`config.mk`:
```
export PLATFORM = sky130hd
export DESIGN_NAME = div_flat
export DESIGN_NICKNAME = d
export VERILOG_FILES = /design/src/rtl/div_pkg.sv /design/src/rtl/div_if.sv /design/src/rtl/div.sv /design/src/flat_wrapper.sv
export SDC_FILE = /design/constraint.sdc
export NUM_CORES = 1
export LEC_CHECK = 0
export BUFFER_PORTS_ARGS = -buffer_cell sky130_fd_sc_hd__buf_2
export CORE_MARGIN = 5
export CORE_UTILIZATION = 60
export CTS_CLUSTER_SIZE = 24
export DETAILED_ROUTE_END_ITERATION = 8
export PLACE_DENSITY = 0.82
export SLEW_MARGIN = 10
export SYNTH_ARGS = -nofsm -noshare
export SYNTH_HDL_FRONTEND = slang
export SYNTH_SLANG_ARGS = --single-unit
```
`constraint.sdc`:
```
create_clock -name clk -period 3.5 [get_ports clk]
set_clock_uncertainty 0.05 [all_clocks]
set_input_delay 0.35 -clock clk [delete_from_list [all_inputs] [get_ports clk]]
set_output_delay 0.35 -clock clk [all_outputs]
set_load 0.05 [all_outputs]
```
`src/rtl/div_pkg.sv`:
```
// Shared definitions for the EX-stage multi-cycle divider: state encodings,
// handshake constants and a conditional two's-complement helper.
`default_nettype none

package div_pkg;

  localparam int DivWidth = 32;

  typedef enum logic [1:0] {
    DivFree   = 2'b00,
    DivByZero = 2'b01,
    DivOn     = 2'b10,
    DivEnd    = 2'b11
  } div_state_e;

  localparam logic DivResultReady    = 1'b1;
  localparam logic DivResultNotReady = 1'b0;
  localparam logic DivStart          = 1'b1;
  localparam logic DivStop           = 1'b0;

  localparam logic [DivWidth-1:0] ZeroWord = 32'h0;

  function automatic logic [DivWidth-1:0] neg_if(input logic [DivWidth-1:0] v,
                                                 input logic en);
    return en ? (~v + DivWidth'(1)) : v;
  endfunction

endpackage

`default_nettype wire

```
`src/rtl/div_if.sv`:
```
// Request/response bundle between the EX stage (master) and the divider (slave).
`default_nettype none

interface div_if #(
  parameter int WIDTH = 32
) ();

  logic                 signed_div_i;
  logic [WIDTH-1:0]     opdata1_i;
  logic [WIDTH-1:0]     opdata2_i;
  logic                 start_i;
  logic                 annul_i;
  logic [2*WIDTH-1:0]   result_o;
  logic                 ready_o;

  modport master (
    output signed_div_i,
    output opdata1_i,
    output opdata2_i,
    output start_i,
    output annul_i,
    input  result_o,
    input  ready_o
  );

  modport slave (
    input  signed_div_i,
    input  opdata1_i,
    input  opdata2_i,
    input  start_i,
    input  annul_i,
    output result_o,
    output ready_o
  );

endinterface

`default_nettype wire

```
`src/rtl/div.sv`:
```
// Radix-2 restoring 32-bit divider, one quotient bit per cycle; result is
// {remainder, quotient}, divide-by-zero short-circuits to an all-zero result.
`default_nettype none

module div
  import div_pkg::*;
#(
  parameter int WIDTH = DivWidth
) (
  input  logic  clk,
  input  logic  rst,
  div_if.slave  bus
);

  localparam int CntW = $clog2(WIDTH + 1);
  localparam int DvdW = 2 * WIDTH + 1;

  div_state_e            state_q, state_d;
  logic [CntW-1:0]       cnt_q, cnt_d;
  logic [DvdW-1:0]       dividend_q, dividend_d;
  logic [WIDTH-1:0]      divisor_q, divisor_d;
  logic                  neg_quot_q, neg_quot_d;
  logic                  neg_rem_q, neg_rem_d;
  logic [2*WIDTH-1:0]    result_q, result_d;
  logic                  ready_q, ready_d;

  logic                  go;
  logic                  op1_neg;
  logic                  op2_neg;
  logic [WIDTH-1:0]      op1_abs;
  logic [WIDTH-1:0]      op2_abs;
  logic [WIDTH:0]        trial;
  logic [DvdW-1:0]       step;
  logic                  cnt_done;
  logic [WIDTH-1:0]      quot_final;
  logic [WIDTH-1:0]      rem_final;

  // Operand conditioning and the single restoring subtract/shift step.
  always_comb begin
    go         = (bus.start_i == DivStart) && !bus.annul_i;
    op1_neg    = bus.signed_div_i && bus.opdata1_i[WIDTH-1];
    op2_neg    = bus.signed_div_i && bus.opdata2_i[WIDTH-1];
    op1_abs    = neg_if(bus.opdata1_i, op1_neg);
    op2_abs    = neg_if(bus.opdata2_i, op2_neg);
    trial      = {1'b0, dividend_q[2*WIDTH-1:WIDTH]} - {1'b0, divisor_q};
    step       = trial[WIDTH] ? {dividend_q[2*WIDTH-1:0], 1'b0}
                              : {trial[WIDTH-1:0], dividend_q[WIDTH-1:0], 1'b1};
    cnt_done   = (cnt_q == CntW'(WIDTH));
    quot_final = neg_if(dividend_q[WIDTH-1:0], neg_quot_q);
    rem_final  = neg_if(dividend_q[2*WIDTH:WIDTH+1], neg_rem_q);
  end

  always_ff @(posedge clk or negedge rst) begin
    if (!rst) begin
      state_q    <= DivFree;
      cnt_q      <= '0;
      dividend_q <= '0;
      divisor_q  <= '0;
      neg_quot_q <= 1'b0;
      neg_rem_q  <= 1'b0;
      result_q   <= '0;
      ready_q    <= DivResultNotReady;
    end else begin
      state_q    <= state_d;
      cnt_q      <= cnt_d;
      dividend_q <= dividend_d;
      divisor_q  <= divisor_d;
      neg_quot_q <= neg_quot_d;
      neg_rem_q  <= neg_rem_d;
      result_q   <= result_d;
      ready_q    <= ready_d;
    end
  end

  always_comb begin
    state_d = state_q;
    unique case (state_q)
      DivFree: begin
        if (go) begin
          state_d = (bus.opdata2_i == ZeroWord) ? DivByZero : DivOn;
        end
      end
      DivByZero: begin
        state_d = bus.annul_i ? DivFree : DivEnd;
      end
      DivOn: begin
        if (bus.annul_i) begin
          state_d = DivFree;
        end else if (cnt_done) begin
          state_d = DivEnd;
        end
      end
      DivEnd: begin
        // Annul while finished is treated exactly like the EX stage letting go.
        if ((bus.start_i == DivStop) || bus.annul_i) begin
          state_d = DivFree;
        end
      end
      default: state_d = DivFree;
    endcase
  end

  always_comb begin
    cnt_d      = cnt_q;
    dividend_d = dividend_q;
    divisor_d  = divisor_q;
    neg_quot_d = neg_quot_q;
    neg_rem_d  = neg_rem_q;
    result_d   = result_q;
    ready_d    = ready_q;
    unique case (state_q)
      DivFree: begin
        result_d = '0;
        ready_d  = DivResultNotReady;
        if (go && (bus.opdata2_i != ZeroWord)) begin
          cnt_d      = '0;
          dividend_d = {{WIDTH{1'b0}}, op1_abs, 1'b0};
          divisor_d  = op2_abs;
          neg_quot_d = op1_neg ^ op2_neg;
          neg_rem_d  = op1_neg;
        end
      end
      DivByZero: begin
        result_d = '0;
        ready_d  = bus.annul_i ? DivResultNotReady : DivResultReady;
      end
      DivOn: begin
        if (bus.annul_i) begin
          result_d = '0;
          ready_d  = DivResultNotReady;
        end else if (!cnt_done) begin
          dividend_d = step;
          cnt_d      = cnt_q + CntW'(1);
        end else begin
          result_d = {rem_final, quot_final};
          ready_d  = DivResultReady;
        end
      end
      DivEnd: begin
        if ((bus.start_i == DivStop) || bus.annul_i) begin
          result_d = '0;
          ready_d  = DivResultNotReady;
        end
      end
      default: begin
        result_d = '0;
        ready_d  = DivResultNotReady;
      end
    endcase
  end

  assign bus.result_o = result_q;
  assign bus.ready_o  = ready_q;

endmodule

`default_nettype wire

```
`src/flat_wrapper.sv`:
```
// flat-port wrapper written by rule: the top's interface ports become plain ports
module div_flat import div_pkg::*;
#(
  parameter int WIDTH = DivWidth
)
  (clk, rst, bus_signed_div_i, bus_opdata1_i, bus_opdata2_i, bus_start_i, bus_annul_i, bus_result_o, bus_ready_o);
  div_if #(.WIDTH(WIDTH)) bus_i ();
  input  logic clk;
  input  logic rst;
  input wire logic [$bits(bus_i.signed_div_i)-1:0] bus_signed_div_i;
  input wire logic [$bits(bus_i.opdata1_i)-1:0] bus_opdata1_i;
  input wire logic [$bits(bus_i.opdata2_i)-1:0] bus_opdata2_i;
  input wire logic [$bits(bus_i.start_i)-1:0] bus_start_i;
  input wire logic [$bits(bus_i.annul_i)-1:0] bus_annul_i;
  output wire logic [$bits(bus_i.result_o)-1:0] bus_result_o;
  output wire logic [$bits(bus_i.ready_o)-1:0] bus_ready_o;
  assign bus_i.signed_div_i = bus_signed_div_i;
  assign bus_i.opdata1_i = bus_opdata1_i;
  assign bus_i.opdata2_i = bus_opdata2_i;
  assign bus_i.start_i = bus_start_i;
  assign bus_i.annul_i = bus_annul_i;
  assign bus_result_o = bus_i.result_o;
  assign bus_ready_o = bus_i.ready_o;
  div #(.WIDTH(WIDTH)) u_core (.clk(clk), .rst(rst), .bus(bus_i));
endmodule
```
Yosys cells after proc, flatten, opt, wreduce, memory -nomap -nowiden. Index checks and enable logic that the tools add are counted.

Add/subtract/negate cells: 6. Eq/ne operators: 10. Multiplexer cells: 29. Bitwise operators: 6. Reduce and logical (&&, ||, !) cells: 15.

Operators by type and width (number): $mux 65 (4); $mux 64 (3); $pmux 64 s3 (1); $pmux 65 s2 (1); $add 32x1->32 const B (4); $mux 32 (4); $not 32->32 (4); $sub 32x32->33 (1); $logic_not 32->1 (1); $reduce_bool 32->1 (1); $mux 6 (3); $mux 2 (6); $pmux 6 s2 (1); $pmux 2 s4 (1); $add 6x1->6 const B (1); $eq 6x6->1 const B (1); $ne 2x1->1 const B (3); $eq 2x2->1 const B (2); $logic_and 1x1->1 (4); $mux 1 (4); $ne 2x2->1 const B (2); $pmux 1 s4 (1); $reduce_and 2->1 (2); $reduce_and 4->1 (1); other kinds (10) (10).

Register bits after elaboration: 172. Bits of input ports: 69. Output and inout bits: 65. Logic and storage cells: 74.

Depth between registers and ports, before layout. Gate-level depths: netlist of the first run.

Word-level depth: 6. Gate-level depth with buffers: 13. Mapped depth without buffers: 11.

Worst setup path before layout of the first run. OpenSTA, ideal clock, no wires.

Path kind: register to register. Start: register u_core.divisor_q[0]. End: register u_core.dividend_q[42]. Setup time: 0.130 ns. Data arrival time: 2.732 ns. Required time: 3.320 ns. Setup slack: 0.589 ns. Cell stages (with the launch flop): 13. Buffers on the path: 2. Period minus slack after synthesis: 2.911 ns. Cells stage by stage: dfrtp_1 > ha_1 > fa_1 > nor2b_1 > o2111ai_1 > a31oi_1 > a41o_1 > a31oi_1 > o21ba_2 > buf_2 > clkbuf_1 > a32oi_1 > o21ai_0.

Word-level cells in the longest chain between the ends: 5.

Ends and longest elaborated chain: start, declared (RTL line div.sv:21) `logic [WIDTH-1:0] divisor_q, divisor_d;`; start signal, assigned (RTL line div.sv:67) `divisor_q <= divisor_d;`; $sub 32x32->33 (RTL line div.sv:45) `trial = {1'b0, dividend_q[2*WIDTH-1:WIDTH]} - {1'b0, divisor_q};`; $mux 65 (RTL line div.sv:46) `step = trial[WIDTH] ? {dividend_q[2*WIDTH-1:0], 1'b0}`; $mux 65 (RTL line div.sv:131) `end else if (!cnt_done) begin`; $mux 65 (RTL line div.sv:128) `if (bus.annul_i) begin`; $pmux 65 s2 (RTL line div.sv:111) `unique case (state_q)`; end signal, assigned (RTL line div.sv:66) `dividend_q <= dividend_d;`; end, declared (RTL line div.sv:20) `logic [DvdW-1:0] dividend_q, dividend_d;`.

No other way between the ends. The select of a mux whose other input is x is not followed. A chain may end at the register's enable or synchronous reset.

Worst setup path in the final report of the first run.
Start: register u_core.dividend_q[33]. End: register u_core.dividend_q[61].

Word-level cells in the longest chain between the ends: 5.

Ends and longest elaborated chain (RTL line): $sub 32x32->33 (div.sv:45); $mux 65 (div.sv:46); $mux 65 (div.sv:131); $mux 65 (div.sv:128); $pmux 65 s2 (div.sv:111).

No other way between the ends. The select of a mux whose other input is x is not followed.

==> qor.yml, run 1 <==
finish:
  area_delta_synth_final_pct: 12.8
  drive_gt1_frac: 0.142
  stdcell_area_sq_um: 12800
  nets: 1560
  finalNonFillerCells: 1694
  num_antenna_cells: 0
floorplan:
  dieHeight_um: 147
  fp.dieW_um: 147
  ioPinCount: 134
  start_util: 0.607
  floorplan.die_area_sq_um: 21700
  rows: 50
  core-area_sq_um: 18600
detailed_routing:
  wire_per_inst_um: 17.0
  drt_first_pass_iters: 5
  vias_per_cell: 6.04
  wirelength_mm: 28.8
  drc: 0
  vias: 10200
  initialDrtViolationCount: 814
  ant_nets: 0
setup_path:
  critPathBufInv: 2
  cp.required_ns: 3.75
  critPathMaxFanout: 18
  cpMaxStageDelayCell: "dfrtp_1"
  start_kind: "register"
  worstPathCellList: "inv_1 -> fa_1 -> nor2b_1 -> o2111ai_1 -> a31oi_2 -> a41o_1 -> a31oi_1 -> o21ba_4 -> buf_4 -> a32oi_1 -> o21ai_0"
  slowest_delay_ns: 0.47
  crit_path_end_kind: "register"
  path_delay_family: "compound AO/OA/AOI/OAI gates"
  cp_data_arrival_time_ns: 3.57
  crit_type: "reg -> reg"
timing:
  fin_crit_ns: 3.33
  maxSlewHeadroom: 0.374
  grt_setup_unrepaired: "no"
  fmax_mhz: 300
  setup_viol: 0
  maxSlewViolCount: 0
  hold_viol: 0
  tns_ns: 0
  layout_setup_ws_ns: 0.172
  worst_pin_slew_ns: 0.939
  post-route-period-util: 0.951
power_and_ir_drop:
  powerDensity_nw_per_um2: 982
  peakVddDrop_mv: 0.461
  finalPower_mw: 12.5
  p_leak_nw: 6.04
grt:
  grt_pass1_wl_mm: 47.0
  grt_pass1_vias: 9295
  grt_max_degree: 173
  grt_use_total: 0.263
  antenna_found_initial: 0
  grt_overflow: 0
clocking:
  cts_made_buffers: 17
  ctsHtreeMaxLevel: 4
  cts_buffer_depth: 2
  clock_latency_ns: 0.43
  cts_sinks: 172
  root_buffer: "clkbuf_16"
  tritoncts: "built"
  clk_pin_slew_ns: 0.08
  post_cts_buffers: 0
  postCtsHoldBufs: 0
yosys:
  syn-instance-count: 1343
  yosysWarnings: 0
  synth_cell_types: 68
  ys_ff_latch: 172
  synth-edff-count: 0
  syn_avg_cell_area_sq_um: 8.42
  synth_ff_type: "dfrtp_1"
  synth_area_leaders: "dfrtp_1 38%, o21ai_0 8.5%, xor2_1 7.0%, nand2_1 6.9%, ha_1 4.8%"
  synthArstFlopShare: 1.00
  synth_area_leader_cell: "dfrtp_1"
  yosysTopAreaCellShare: 0.381
  yosysSeqAreaShare: 0.381
  synth.net_count: 1456
  synth_area_sq_um: 11300
place:
  dp.cells: 1662
  dp.final_hpwl_mm: 21.5
  gp_routability_congestion: 0.981
  pre_cts_ws_ns: 0.265
  port-buffer-count: 133
  placed_area_sq_um: 12100
run:
  maxCapViolations: 0
run_status:
  status: "finished, final reports clean"
worst_hold_path:
  min-delay-path-class: "in -> async"
## layer usage
| layer | routed length (um) | vias to the layer above | GRT usage |
|---|---|---|---|
| li1 | - | 4958 | - |
| met1 | 13700 | 4845 | 0.407 |
| met2 | 12500 | 391 | 0.388 |
| met3 | 2270 | 33 | 0.0429 |
| met4 | 333 | 0 | 0.0587 |
| met5 | 0 | - | 0 |
## registers in the layout (all words and copies together) (netlist names)
name / flops
u_core.bus.ready_o: 1
u_core.divisor_q: 32
u_core.dividend_q: 65
u_core.neg_rem_q: 1
u_core.cnt_q: 6
u_core.state_q: 2
u_core.bus.result_o: 64
u_core.neg_quot_q: 1
## layout by cell type, fill, tap and decap left out, types with 5 or more instances in the layout
master | netlist | final
clkbuf_16 | 0 | 17
ha_1 | 43 | 42
or3_1 | 20 | 20
or2_2 | 5 | 5
a21o_1 | 7 | 7
nand3_1 | 19 | 19
xor2_1 | 91 | 91
or4_1 | 12 | 12
nand2_1 | 207 | 207
o21ai_0 | 191 | 191
o21ai_1 | 12 | 12
nand4_1 | 7 | 7
dfrtp_1 | 172 | 172
xnor2_1 | 53 | 53
inv_1 | 56 | 56
o31ai_1 | 30 | 30
nor4_1 | 9 | 9
buf_4 | 9 | 21
o41ai_1 | 12 | 12
a32oi_1 | 14 | 14
nand2b_1 | 10 | 10
o21a_1 | 7 | 7
buf_2 | 11 | 132
o221ai_1 | 8 | 8
mux2i_1 | 25 | 25
nor2_1 | 65 | 64
a31oi_1 | 8 | 7
a21oi_1 | 96 | 96
nor3_1 | 29 | 29
## power by group
| part | internal [mW] | switching [mW] | leakage, nW |
|---|---|---|---|
| Sequential | 2.67 | 0.887 | 2.27 |
| Combinational | 2.61 | 4.50 | 3.48 |
| Clock | 0.962 | 0.896 | 0.287 |
## synthesized netlist by cell type, types with 14 or more instances
| cell | count |
|---|---|
| or3_1 | 20 |
| nor3_1 | 29 |
| inv_1 | 56 |
| ha_1 | 43 |
| o21ai_0 | 191 |
| dfrtp_1 | 172 |
| nor2_1 | 65 |
| xnor2_1 | 53 |
| o31ai_1 | 30 |
| xor2_1 | 91 |
| nand2_1 | 207 |
| nand3_1 | 19 |
| mux2i_1 | 25 |
| clkbuf_1 | 44 |
| a21oi_1 | 96 |
| a32oi_1 | 14 |
## worst reg2reg max path, delay by kind of cell, from the launching register on
| family | cells | cell delay [ns] |
|---|---|---|
| AO/OA/AOI/OAI | 7 | 1.64 |
| flip-flops | 1 | 0.47 |
| adder cells (fa/ha/maj) | 1 | 0.45 |
| buffers and inverters | 2 | 0.38 |
| AND/OR/NAND/NOR | 1 | 0.21 |
## repair_timing
item / 4_1_cts / 5_1_grt
endpoints found under the setup margin: 0 / 1
resized for setup: 0 / 2
hold endpoints to repair: 0 / 0
## cell families (layout without fill, tap and decap cells)
| kind of cell | Yosys count | count (layout) | share of synthesized area |
|---|---|---|---|
| AOI/OAI and AO/OA | 416 | 416 | 0.215 |
| xor gates and xnor gates | 144 | 144 | 0.112 |
| adders and majority gates | 44 | 44 | 0.0494 |
| buffers and inverters | 128 | 245 | 0.0489 |
| DFF | 172 | 172 | 0.381 |
| muxes | 26 | 26 | 0.0231 |
| and+or+nand+nor | 413 | 413 | 0.171 |
## stage by stage
step                hold WS [ns]  utilization
floorplan                0.00441            -
detailed placement         0.415        0.651
global route               0.115        0.684
finish                   0.00688        0.684
CTS                       0.0725        0.683
global placement           0.405        0.651
## worst paths after layout
path / depth (start not counted) / endpoint / startpoint / slack (ns)
hold / removal: 2 / u_core.bus.result_o[51] / rst / 0.007
max in group asynchronous: 2 / u_core.divisor_q[27] / rst / 2.72
min in group clk: 3 / u_core.divisor_q[25] / bus_opdata2_i[25] / 0.18
hold reg to reg: 2 / u_core.bus.result_o[59] / u_core.bus.result_o[59] / 0.42
setup reg to reg: 11 / u_core.dividend_q[61] / u_core.dividend_q[33] / 0.17
setup / recovery: 11 / u_core.dividend_q[61] / u_core.dividend_q[33] / 0.17
## cell type report
| class | instances | area [sq um] |
|---|---|---|
| clock buffers | 17 | 425 |
| clock inverters | 15 | 173 |
| fillers | 1517 | 5890 |
| inverters | 57 | 214 |
| multi-input cells | 1043 | 6470 |
| flip-flops and latches | 172 | 4300 |
| well taps | 234 | 293 |
| repair buffers | 156 | 870 |
Note: power is estimated with default switching activity, not from simulation.
==> run 2, diff against run 1 <==
PLACE_DENSITY = 0.85   (was 0.82)
==> qor.yml, run 2 (synthesized netlist as in run 1, its figures left out) <==
detailed_routing:
  vias_per_cell: 6.07  # was 6.04
  drc: 0  # unchanged
  wire_per_inst_um: 17.3  # was 17.0 um
  vias: 10300  # was 10200
  wirelength_mm: 29.4  # was 28.8 mm
  initialDrtViolationCount: 899  # was 814
  drt_first_pass_iters: 9  # was 5
  ant_nets: 0  # unchanged
timing:
  maxSlewHeadroom: 0.357  # was 0.374
  hold_viol: 0  # unchanged
  layout_setup_ws_ns: 0.157  # was 0.172 ns
  maxSlewViolCount: 0  # unchanged
  tns_ns: 0  # unchanged
  setup_viol: 0  # unchanged
  post-route-period-util: 0.955  # was 0.951
  fmax_mhz: 299  # was 300 MHz
  fin_crit_ns: 3.34  # was 3.33 ns
  worst_pin_slew_ns: 0.964  # was 0.939 ns
  grt_setup_unrepaired: "no"  # unchanged
grt:
  grt_use_total: 0.270  # was 0.263
  antenna_found_initial: 1  # was 0
  grt_overflow: 0  # unchanged
  grt_pass1_vias: 9717  # was 9295
  grt_max_degree: 89  # was 173
  grt_pass1_wl_mm: 48.6  # was 47.0 mm
setup_path:
  critPathMaxFanout: 18  # unchanged
  crit_type: "reg -> reg"  # unchanged
  cp_data_arrival_time_ns: 3.60  # was 3.57 ns
  start_kind: "register"  # unchanged
  cp.required_ns: 3.76  # was 3.75 ns
  crit_path_end_kind: "register"  # unchanged
finish:
  multi_input_area_sq_um: 6480  # was 6470 sq um
  n_fill_cell: 1494  # was 1517
  area_delta_synth_final_pct: 13.2  # was 12.8%
  largest_reg_flops: 65  # unchanged
  mostFrequentLayoutCells: "207 x nand2_1, 191 x o21ai_0, 172 x dfrtp_1, 132 x buf_2, 96 x a21oi_1"  # unchanged
  fin_util: 0.687  # was 0.684
  drive_gt1_frac: 0.145  # was 0.142
  final_common_cell: "nand2_1"  # unchanged
  regMostFlops: "u_core.dividend_q"  # unchanged
  finalNonFillerCells: 1699  # was 1694
  seqCellArea_sq_um: 4300  # unchanged
  nets: 1564  # was 1560
place:
  dp.cells: 1664  # was 1662
  dp.final_hpwl_mm: 21.6  # was 21.5 mm
  port-buffer-count: 133  # unchanged
  gp_routability_congestion: 0.968  # was 0.981
  pre_cts_ws_ns: 0.0614  # was 0.265 ns
clocking:
  ctsHtreeMaxLevel: 4  # unchanged
  cts_made_buffers: 17  # unchanged
  root_buffer: "clkbuf_16"  # unchanged
  clk_pin_slew_ns: 0.07  # was 0.08 ns
  clock_latency_ns: 0.44  # was 0.43 ns
  cts_buffer_depth: 2  # unchanged
  tritoncts: "built"  # unchanged
  cts_sinks: 172  # unchanged
run:
  maxCapViolations: 0  # unchanged
floorplan:
  fp.dieW_um: 147  # unchanged
  ioPinCount: 134  # unchanged
  floorplan.die_area_sq_um: 21700  # unchanged
  core-area_sq_um: 18600  # unchanged
  rows: 50  # unchanged
  dieHeight_um: 147  # unchanged
  start_util: 0.607  # unchanged
power_and_ir_drop:
  finalPower_mw: 12.6  # was 12.5 mW
  p_leak_nw: 6.07  # was 6.04 nW
  powerDensity_nw_per_um2: 985  # was 982 nW/um^2
  peakVddDrop_mv: 0.434  # was 0.461 mV
worst_hold_path:
  min-delay-path-class: "in -> reg"  # was in -> async
run_status:
  status: "finished, final reports clean"  # unchanged
[run 2: changes by cell type in the layout (fill, tap and decap cells not counted), sizes merged]
cell,delta
buf,+3
clkbuf,+1
dlygate4sd3,+1
inv,-1
diode,+1
[run 2: cell type report]
| class | count | share of cell area |
|---|---|---|
| Multi-Input combinational cell | 1043 | 0.506 |
| Tap cell | 234 | 0.0229 |
| Clock inverter | 14 | 0.0118 |
| Antenna cell | 1 | 0.000196 |
| Inverter | 57 | 0.0167 |
| Timing Repair Buffer | 160 | 0.0715 |
| Clock buffer | 18 | 0.0343 |
| Sequential cell | 172 | 0.336 |
[run 2: routing by layer]
| layer | GRT usage | wire length, um |
|---|---|---|
| met1 | 0.400 | 13500 |
| met2 | 0.408 | 12900 |
| met3 | 0.0515 | 2490 |
| met4 | 0.0708 | 506 |
| met5 | 0 | 0 |
[run 2: path summary, 6_finish.rpt]
| kind | from | endpoint | slack (ns) | cells after the start |
|---|---|---|---|---|
| max in group asynchronous | rst | u_core.cnt_q[4] | 2.16 | 3 |
| min reg2reg | u_core.bus.result_o[54] | u_core.bus.result_o[54] | 0.42 | 2 |
| min | bus_opdata2_i[21] | u_core.divisor_q[21] | 0.18 | 3 |
| max reg2reg | u_core.dividend_q[38] | u_core.dividend_q[48] | 0.16 | 10 |
| max | u_core.dividend_q[38] | u_core.dividend_q[48] | 0.16 | 10 |
| min in group asynchronous | rst | u_core.bus.result_o[59] | 0.48 | 2 |
[run 2: critical path, cell delays in order (launching register included)]
cell	delay, ns
dfrtp_1	0.47
ha_1	0.38
or2_2	0.30
a21oi_1	0.22
a31oi_2	0.09
a41o_1	0.32
a31oi_1	0.39
o21ba_4	0.39
buf_4	0.31
mux2i_1	0.23
o21ai_1	0.07
[run 2: power by group]
group	leakage, nW	internal [mW]	switching, mW
Combinational	3.51	2.63	4.58
Clock	0.286	0.970	0.897
Sequential	2.27	2.67	0.856
[run 2: metrics by stage]
step / instance area [sq um] / hold slack, ns
after floorplan: 11300 / 0.00441
after detailed placement: 12200 / 0.414
after CTS: 12800 / 0.174
after global placement: 12200 / 0.406
final: 12800 / 0.176
after global routing: 12800 / 0.205
[run 2: timing repair]
item,in CTS,in global routing
setup endpoints to repair,0,25
endpoints found under the hold margin,86,0
buffers inserted,0,1
resized for setup,0,4
hold buffers,1,0
